--- config.mk ---
export PLATFORM = sky130hd
export DESIGN_NAME = xc_aessub
export DESIGN_NICKNAME = d
export VERILOG_FILES = /design/src/rtl/xc_aes_pkg.sv /design/src/rtl/xc_aes_sbox.sv /design/src/rtl/xc_aessub.sv
export SDC_FILE = /design/constraint.sdc
export NUM_CORES = 1
export LEC_CHECK = 0
export BUFFER_PORTS_ARGS = -buffer_cell sky130_fd_sc_hd__buf_4
export CAP_MARGIN = 20
export CORE_ASPECT_RATIO = 1.25
export CORE_MARGIN = 2
export CORE_UTILIZATION = 60
export CTS_CLUSTER_SIZE = 12
export DETAILED_ROUTE_END_ITERATION = 8
export GPL_TIMING_DRIVEN = 0
export MAX_ROUTING_LAYER = met4
export PLACE_DENSITY = 0.76
export SLEW_MARGIN = 25
export SYNTH_ARGS = -nofsm -noshare
export SYNTH_HDL_FRONTEND = slang
export SYNTH_SLANG_ARGS = --single-unit
--- constraint.sdc ---
create_clock -name clock -period 56.5 [get_ports clock]
set_input_delay 11.3 -clock clock [delete_from_list [all_inputs] [get_ports clock]]
set_output_delay 11.3 -clock clock [all_outputs]
set_load 0.005 [all_outputs]
--- src/rtl/xc_aes_pkg.sv ---
// Shared AES definitions: FSM encoding, byte lanes and GF(2^8) helpers
// used by the SubBytes unit and the S-box.
package xc_aes_pkg;

    typedef enum logic [1:0] {
        ST_IDLE = 2'd0,
        ST_BUSY = 2'd1,
        ST_DONE = 2'd2
    } state_e;

    localparam logic [1:0] LANE0 = 2'd0;
    localparam logic [1:0] LANE1 = 2'd1;
    localparam logic [1:0] LANE2 = 2'd2;
    localparam logic [1:0] LANE3 = 2'd3;

    function automatic logic [7:0] xtime(input logic [7:0] a);
        return {a[6:0], 1'b0} ^ (a[7] ? 8'h1b : 8'h00);
    endfunction

    function automatic logic [7:0] gf_mul(
        input logic [7:0] a,
        input logic [7:0] b
    );
        logic [7:0] p;
        logic [7:0] aa;
        p  = 8'h00;
        aa = a;
        for (int i = 0; i < 8; i++) begin
            if (b[i]) p = p ^ aa;
            aa = xtime(aa);
        end
        return p;
    endfunction

    // a^254 == a^-1 (and maps 0 to 0): build a^127 by square-and-multiply,
    // then square once more.
    function automatic logic [7:0] gf_inv(input logic [7:0] a);
        logic [7:0] t;
        t = a;
        for (int i = 0; i < 6; i++) begin
            t = gf_mul(gf_mul(t, t), a);
        end
        return gf_mul(t, t);
    endfunction

    function automatic logic [7:0] affine(input logic [7:0] b);
        return b
             ^ {b[6:0], b[7]}
             ^ {b[5:0], b[7:6]}
             ^ {b[4:0], b[7:5]}
             ^ {b[3:0], b[7:4]}
             ^ 8'h63;
    endfunction

    function automatic logic [7:0] inv_affine(input logic [7:0] b);
        return {b[6:0], b[7]}
             ^ {b[4:0], b[7:5]}
             ^ {b[1:0], b[7:2]}
             ^ 8'h05;
    endfunction

endpackage

--- src/rtl/xc_aes_sbox.sv ---
// Combinational AES S-box: forward (enc=1) or inverse (enc=0),
// built from the field inverse and the (inverse) affine map.
module xc_aes_sbox
    import xc_aes_pkg::*;
(
    input  logic [7:0] in,
    input  logic       enc,
    output logic [7:0] out
);

    logic [7:0] pre;
    logic [7:0] inv;

    assign pre = enc ? in : inv_affine(in);
    assign inv = gf_inv(pre);
    assign out = enc ? affine(inv) : inv;

endmodule

--- src/rtl/xc_aessub.sv ---
// XCrypto AES SubBytes unit: one shared S-box over 4 cycles (FAST=0)
// or four parallel S-boxes in a single cycle (FAST=1).
module xc_aessub
    import xc_aes_pkg::*;
#(
    parameter logic FAST = 1'b0
) (
    input  logic        clock,
    input  logic        reset,
    input  logic        flush,
    input  logic [31:0] flush_data,
    input  logic        valid,
    input  logic [31:0] rs1,
    input  logic [31:0] rs2,
    input  logic        enc,
    output logic        ready,
    output logic [31:0] result
);

    state_e      state_q, state_d;
    logic [1:0]  cnt_q, cnt_d;
    logic [31:0] res_q, res_d;

    logic [7:0] t [4];
    logic [7:0] s [4];

    assign t[LANE0] = rs1[7:0];
    assign t[LANE1] = rs1[15:8];
    assign t[LANE2] = rs2[23:16];
    assign t[LANE3] = rs2[31:24];

    logic unused_ok;
    assign unused_ok = ^{rs1[31:16], rs2[15:0]};

    generate
        if (FAST) begin : g_fast
            for (genvar i = 0; i < 4; i++) begin : g_lane
                xc_aes_sbox u_sbox (
                    .in  (t[i]),
                    .enc (enc),
                    .out (s[i])
                );
            end
        end else begin : g_slow
            logic [7:0] s_one;
            // cnt is 0 in IDLE, so the same mux feeds the first lane
            xc_aes_sbox u_sbox (
                .in  (t[cnt_q]),
                .enc (enc),
                .out (s_one)
            );
            assign s[LANE0] = s_one;
            assign s[LANE1] = s_one;
            assign s[LANE2] = s_one;
            assign s[LANE3] = s_one;
        end
    endgenerate

    always_comb begin
        state_d = state_q;
        cnt_d   = cnt_q;
        res_d   = res_q;
        if (flush) begin
            state_d = ST_IDLE;
            cnt_d   = 2'd0;
            res_d   = flush_data;
        end else if (!valid) begin
            state_d = ST_IDLE;
            cnt_d   = 2'd0;
        end else begin
            unique case (state_q)
                ST_IDLE: begin
                    if (FAST) begin
                        res_d   = {s[LANE3], s[LANE2], s[LANE1], s[LANE0]};
                        state_d = ST_DONE;
                    end else begin
                        res_d[7:0] = s[LANE0];
                        cnt_d      = 2'd1;
                        state_d    = ST_BUSY;
                    end
                end
                ST_BUSY: begin
                    res_d[{cnt_q, 3'b000} +: 8] = s[cnt_q];
                    cnt_d = cnt_q + 2'd1;
                    if (cnt_q == LANE3) state_d = ST_DONE;
                end
                ST_DONE: begin
                    state_d = ST_DONE;
                end
                default: begin
                    state_d = ST_IDLE;
                    cnt_d   = 2'd0;
                end
            endcase
        end
    end

    always_ff @(posedge clock) begin
        if (!reset) begin
            state_q <= ST_IDLE;
            cnt_q   <= 2'd0;
            res_q   <= 32'd0;
        end else begin
            state_q <= state_d;
            cnt_q   <= cnt_d;
            res_q   <= res_d;
        end
    end

    assign ready  = (state_q == ST_DONE) && valid;
    assign result = res_q;

endmodule

# Word level (Yosys, flattened, before mapping)
# Index checks and enable logic that the tools add are counted.
[word_totals]
memories = 0
latch_bits = 0
out_inout_bits = 33
inputBits = 101
regBits = 36
ramBits = 0
mem_bits_ro = 0
[op_classes]
n_eq_ne = 4
n_mul = 0
order_cmp = 1
n_mux = 211
reduce_logical = 8
n_shift = 2
div_mod_pow = 0
add_sub_neg = 2
bitwise_logic = 193
[op_table]
columns = ["op", "n"]
rows = [
  ["$xor 8x8->8", 188],
  ["$mux 8", 110],
  ["$mux 5", 91],
  ["$mux 32", 2],
  ["$bmux 8 s2", 2],
  ["$bwmux 32", 1],
  ["$shift 8x7->32 const A", 1],
  ["$shiftx 8x7->32", 1],
  ["$mux 24", 1],
  ["$pmux 8 s2", 1],
  ["$pmux 2 s3", 2],
  ["$neg 5->7", 1],
  ["$eq 2x2->1 const B", 2],
  ["$not 4->4", 1],
  ["$reduce_and 2->1", 2],
  ["$reduce_bool 2->1", 2],
  ["$ge 3x3->1 const B", 1],
  ["$not 2->3", 1],
  ["$reduce_bool 3->1", 1],
  ["$reduce_or 3->1", 1],
  ["$add 2x1->2 const B", 1],
  ["$eq 2x1->1 const B", 1],
  ["$logic_not 2->1", 1],
  ["$mux 2", 1],
  ["4 further kinds", 5],
]

# Longest topological paths before layout
[depth]
ltp_word = 230
depth_mapped = 107
mapped_depth_nobuf = 86

# By module
# Synthesis repeated with hierarchy kept, for this count alone.
[hier_totals]
cells_unflattened = 2082
hier_area_um2 = 17062.6
[by_module_without_submodules]
columns = ["mod", "area_per_inst_um2", "instances", "cells_per_inst", "seq_area_each_um2"]
rows = [
  ["xc_aes_sbox", 15000.6, 1, 1857, 0.0],
  ["xc_aessub", 2062.0, 1, 225, 720.7],
]

# Worst setup path after synthesis
# Ideal clock, no wire load.
[synth_timing]
path_kind = "in2reg"
from = "in rs2[25]"
to = "reg res_q[5] (netlist: result[5])"
slack_ns = 20.352
setup_time_ns = 0.117
cell_stages = 99
arrival_time_ns = 36.030
cell_sequence = "mux4_2 xor3_1 mux2i_4 inv_2 buf_1 clkbuf_1 clkbuf_1 clkbuf_1 ha_1 buf_1 xor2_1 or3_1 a21oi_1 a31oi_1 xnor3_1 xnor2_4 nand2_1 xnor2_1 [63 not listed] xnor2_2 xnor3_1 nand2_1 a21oi_1 a311oi_1 xor2_1 xor2_2 inv_2 buf_2 ha_1 xnor2_1 xnor2_1 nor2_1 xnor2_1 xor3_1 xnor3_1 or3_4 a32o_1"
[synth_between]
elab_chain_cells = 220
[synth_lines]
columns = ["item", "line", "rtl"]
rows = [
  ["start, declared", "xc_aessub.sv:14", "input logic [31:0] rs2,"],
  ["$bmux 8 s2 (*)", "xc_aessub.sv:48", ".in (t[cnt_q]),"],
  ["$mux 8 (not written as such) (*) (2 in series)", "xc_aessub.sv:48", ""],
  ["$xor 8x8->8, on equally long branches", "xc_aes_pkg.sv:58, xc_aes_pkg.sv:57", ""],
  ["$mux 8 (*)", "xc_aes_sbox.sv:14", "assign pre = enc ? in : inv_affine(in);"],
  ["$mux 5, or another cell as far along", "xc_aes_pkg.sv:17", "return {a[6:0], 1'b0} ^ (a[7] ? 8'h1b : 8'h00);"],
  ["$xor 8x8->8, or another cell as far along", "xc_aes_pkg.sv:17", ""],
  ["$xor 8x8->8, or another cell as far along", "xc_aes_pkg.sv:29", "if (b[i]) p = p ^ aa;"],
  ["$mux 8 or $xor 8x8->8 (tied branches)", "xc_aes_pkg.sv:29", ""],
  ["[202 not listed]", "-", ""],
  ["$mux 8 (*)", "xc_aes_sbox.sv:16", "assign out = enc ? affine(inv) : inv;"],
  ["$bmux 8 s2", "xc_aessub.sv:83", "res_d[{cnt_q, 3'b000} +: 8] = s[cnt_q];"],
  ["$mux 8 (not written as such) (2 in series)", "xc_aessub.sv:83", ""],
  ["$shiftx 8x7->32", "xc_aessub.sv:83", ""],
  ["$bwmux 32", "xc_aessub.sv:83", ""],
  ["$pmux 8 s2 (*)", "xc_aessub.sv:71", "unique case (state_q)"],
  ["$mux 32 (*)", "xc_aessub.sv:67", "end else if (!valid) begin"],
  ["$mux 32 (*)", "xc_aessub.sv:63", "if (flush) begin"],
  ["end signal, assigned", "xc_aessub.sv:106", "res_q <= res_d;"],
  ["end, declared", "xc_aessub.sv:22", "logic [31:0] res_q, res_d;"],
]
# Mark *: on every way between the ends. The rest lies on a longest branch, timed or not. The select of a mux whose other input is x is not followed.
# A chain may end at the register's enable or synchronous reset.

# Worst setup path after layout
# Ends and elaborated chain as after synthesis.

==> results.md <==
- Outcome: finished, final reports clean
- Mean Syn Cell Area: 8.29 um^2
- Tcrit/Tclk final: 72.4%
- Post-route ant nets: 0
- Synth area leader: xnor2_1
- Final Skew: 2.50 ps
- Post-synth EDFFs: 0
- Synthesized cell area: 17,400 um^2
- Via density: 6.38
- Crit-path slowest cell: xnor3_1
- Post-route cell area: 18,700 um^2
- Drt drc: 0
- Final hold violations: 0
- Vias in the first global route: between 15,000 and 20,000
- HP Class: reg -> reg
- Worst Setup End Kind: flop
- Uppermost layer routed: met4
- Least-Margin Pin Slew: 1020 ps
- Ant diodes: 0
- Io pins: 134
- Setup violators final: 0
- Slew margin rel.: 32.0%
- Share of Yosys cell area claimed by the top area cell type: ~15%
- Skew-Pair Late Insertion Delay: 280 ps
- Tmin final: 40,890 ps
- PortBufs: 99
- Slowest stage delay, CP: 680 ps
- Syn Inst Count: 2,101
- Nets@finish: 2,323
- Crit path required time: 56,670 ps
- Critical Path Fanout Max: 10
- Clk slew on worst S/H paths: 60 ps
- Postcts setup bufs: 0
- Final HPWL DP: between 40,000 and 50,000 um
- Post-CTS Hold Buffers: 0
- Vias post-DR: 16,350
- Initial antenna violation count: 0
- Num CTS Buffers: 5
- First-pass GRT wire length: 83,300 um
- Fmax: 24.5 MHz
- Setup CP Type: in -> reg
- Syn-to-layout area delta: 7.66%
- Crit path DAT: 41,060 ps
- Max Buffers Root-to-Sink: 2
- Dpl ws: roughly 16,000 ps
- TritonRoute pass-1 iters: 6
- Sum Neg Setup Slack: 0 ps
- Ys Warns: 0
- Core ar.: 28,500 um^2
- Critical path launch point type: input pin
- # rows: roughly 70
- Share of layout cells above drive strength 1: 13.9%
- Pin count of the biggest net entering global routing: 11
- CTS tree: yes
- Root Driver: clkbuf_16
- Gr ovfl total: 0
- Synth Flop Type: dfxtp_1
- Fin util: roughly 66%
- Die area: a little over 30,000 um^2
- Final Max Slew Viols: 0
- DRT iter0 DRCs: 1,669
- Synth async-reset ratio: 0%
- Max-Cap Viols: 0
- Gr usage total: 34.5%
- M1 WL: roughly 20,000 um
- RSZ-0062 raised after global routing: no
- Met3 wire len: 3840 um
- Most frequent cells in the layout: xnor2_1 (304), nor2_1 (240), nand2_1 (232)
- Count of cell types in the netlist: 113
- Commonest non-fill, non-tap cell in the layout: xnor2_1
- Initial core utilization: 61.1%
- CTS H-Tree Depth: 2
- Drt wl/cell: around 20 um
- Die H: 194 um
- Post_cts resized: 0
- Routed wl met2: ~26,000 um
- Register area share after synthesis: 4.14%
- FF+latch count, synth: 36
- Placed Area: 18,600 um^2
- Die Wd: 156 um
- Post-synthesis net count: 2,217
- Post-route setup slack: 15,610 ps
- Routed wire length: about 52,000 um
- Placer Congestion: 0.996
- Synth area leaders: xnor2_1 (15%), xnor3_1 (14%), xor2_1 (6.1%)
- CTS Sinks: 36
[per-layer routing]
| layer | vias up | GRT usage [%] |
|---|---|---|
| li1 | 7595 | - |
| met1 | 7755 | 41.9 |
| met2 | 797 | 57.3 |
| met3 | 203 | 3.59 |
| met4 | 0 | 16.1 |
| met5 | - | - |
[metrics by stage]
step           instances  hold slack, ps
6_report            2563             463
5_1_grt             2563             496
4_1_cts             2563             463
3_5_place_dp        2555             456
2_1_floorplan       2101             448
3_3_place_gp        2555             440
[kinds of logic (layout without fill, tap and decap cells)]
group                      after synthesis  in the layout  share of synthesized area, %
and+or+nand+nor                        711            711                          19.0
xor gates and xnor gates               636            636                          48.3
AOI/OAI and AO/OA                      452            452                          17.7
buffers and inverters                  177            284                          4.69
muxes                                   74             74                          5.14
DFF                                     36             36                          4.14
adders and majority gates               15             15                          1.08
[worst max-delay path, delay by kind of cell]
family / cells / cell delay, ps
xor+xnor: 41 / 15440
fa+ha+maj: 7 / 2180
compound gates: 14 / 2410
mux: 2 / 720
buf+inv: 23 / 6230
simple gates: 12 / 2740
[layout make-up]
type / instances / area [um^2]
buffer: 149 / 711
clock buffer: 8 / 146
multi-input combinational: 1888 / 15900
sequential: 36 / 721
timing repair buffer: 99 / 743
fill: 2477 / 9750
tap: 355 / 444
inverter: 28 / 106
[cells in the mapped netlist, types with 16 or more instances]
library cell  instances
o21ai_1              28
xor2_1              121
xnor2_4              20
nor2_1              240
a21oi_1             119
a22oi_1              43
nor3_1               41
clkbuf_1             77
nor2b_1              16
nand2_1             232
o22ai_1              22
o211ai_1             18
or3_1                17
xor3_1               20
buf_4                19
mux2i_1              52
o21ai_0              61
dfxtp_1              36
buf_2                34
xnor2_1             304
xnor2_2              28
and2_1               17
nand3_1              50
xnor3_1             112
inv_1                18
[state kept, by name, summed over array words and instances (netlist names)]
signal / cells
cnt_q: 2
state_q: 2
result: 32
[final timing paths]
| check | startpoint | cells after the start | to | slack (ps) |
|---|---|---|---|---|
| min reg2reg | result[11]$_SDFFE_PN0P_ | 2 | result[11]$_SDFFE_PN0P_ | 460 |
| max reg2reg | cnt_q[0]$_SDFFE_PP0P_ | 101 | result[5]$_SDFFE_PN0P_ | 26000 |
| min | result[11]$_SDFFE_PN0P_ | 2 | result[11]$_SDFFE_PN0P_ | 460 |
| max | rs2[25] | 99 | result[5]$_SDFFE_PN0P_ | 15610 |
Power is left out: the tool's default activity adds up to more than one toggle a clock period on the data nets, which glitch-free logic cannot reach.
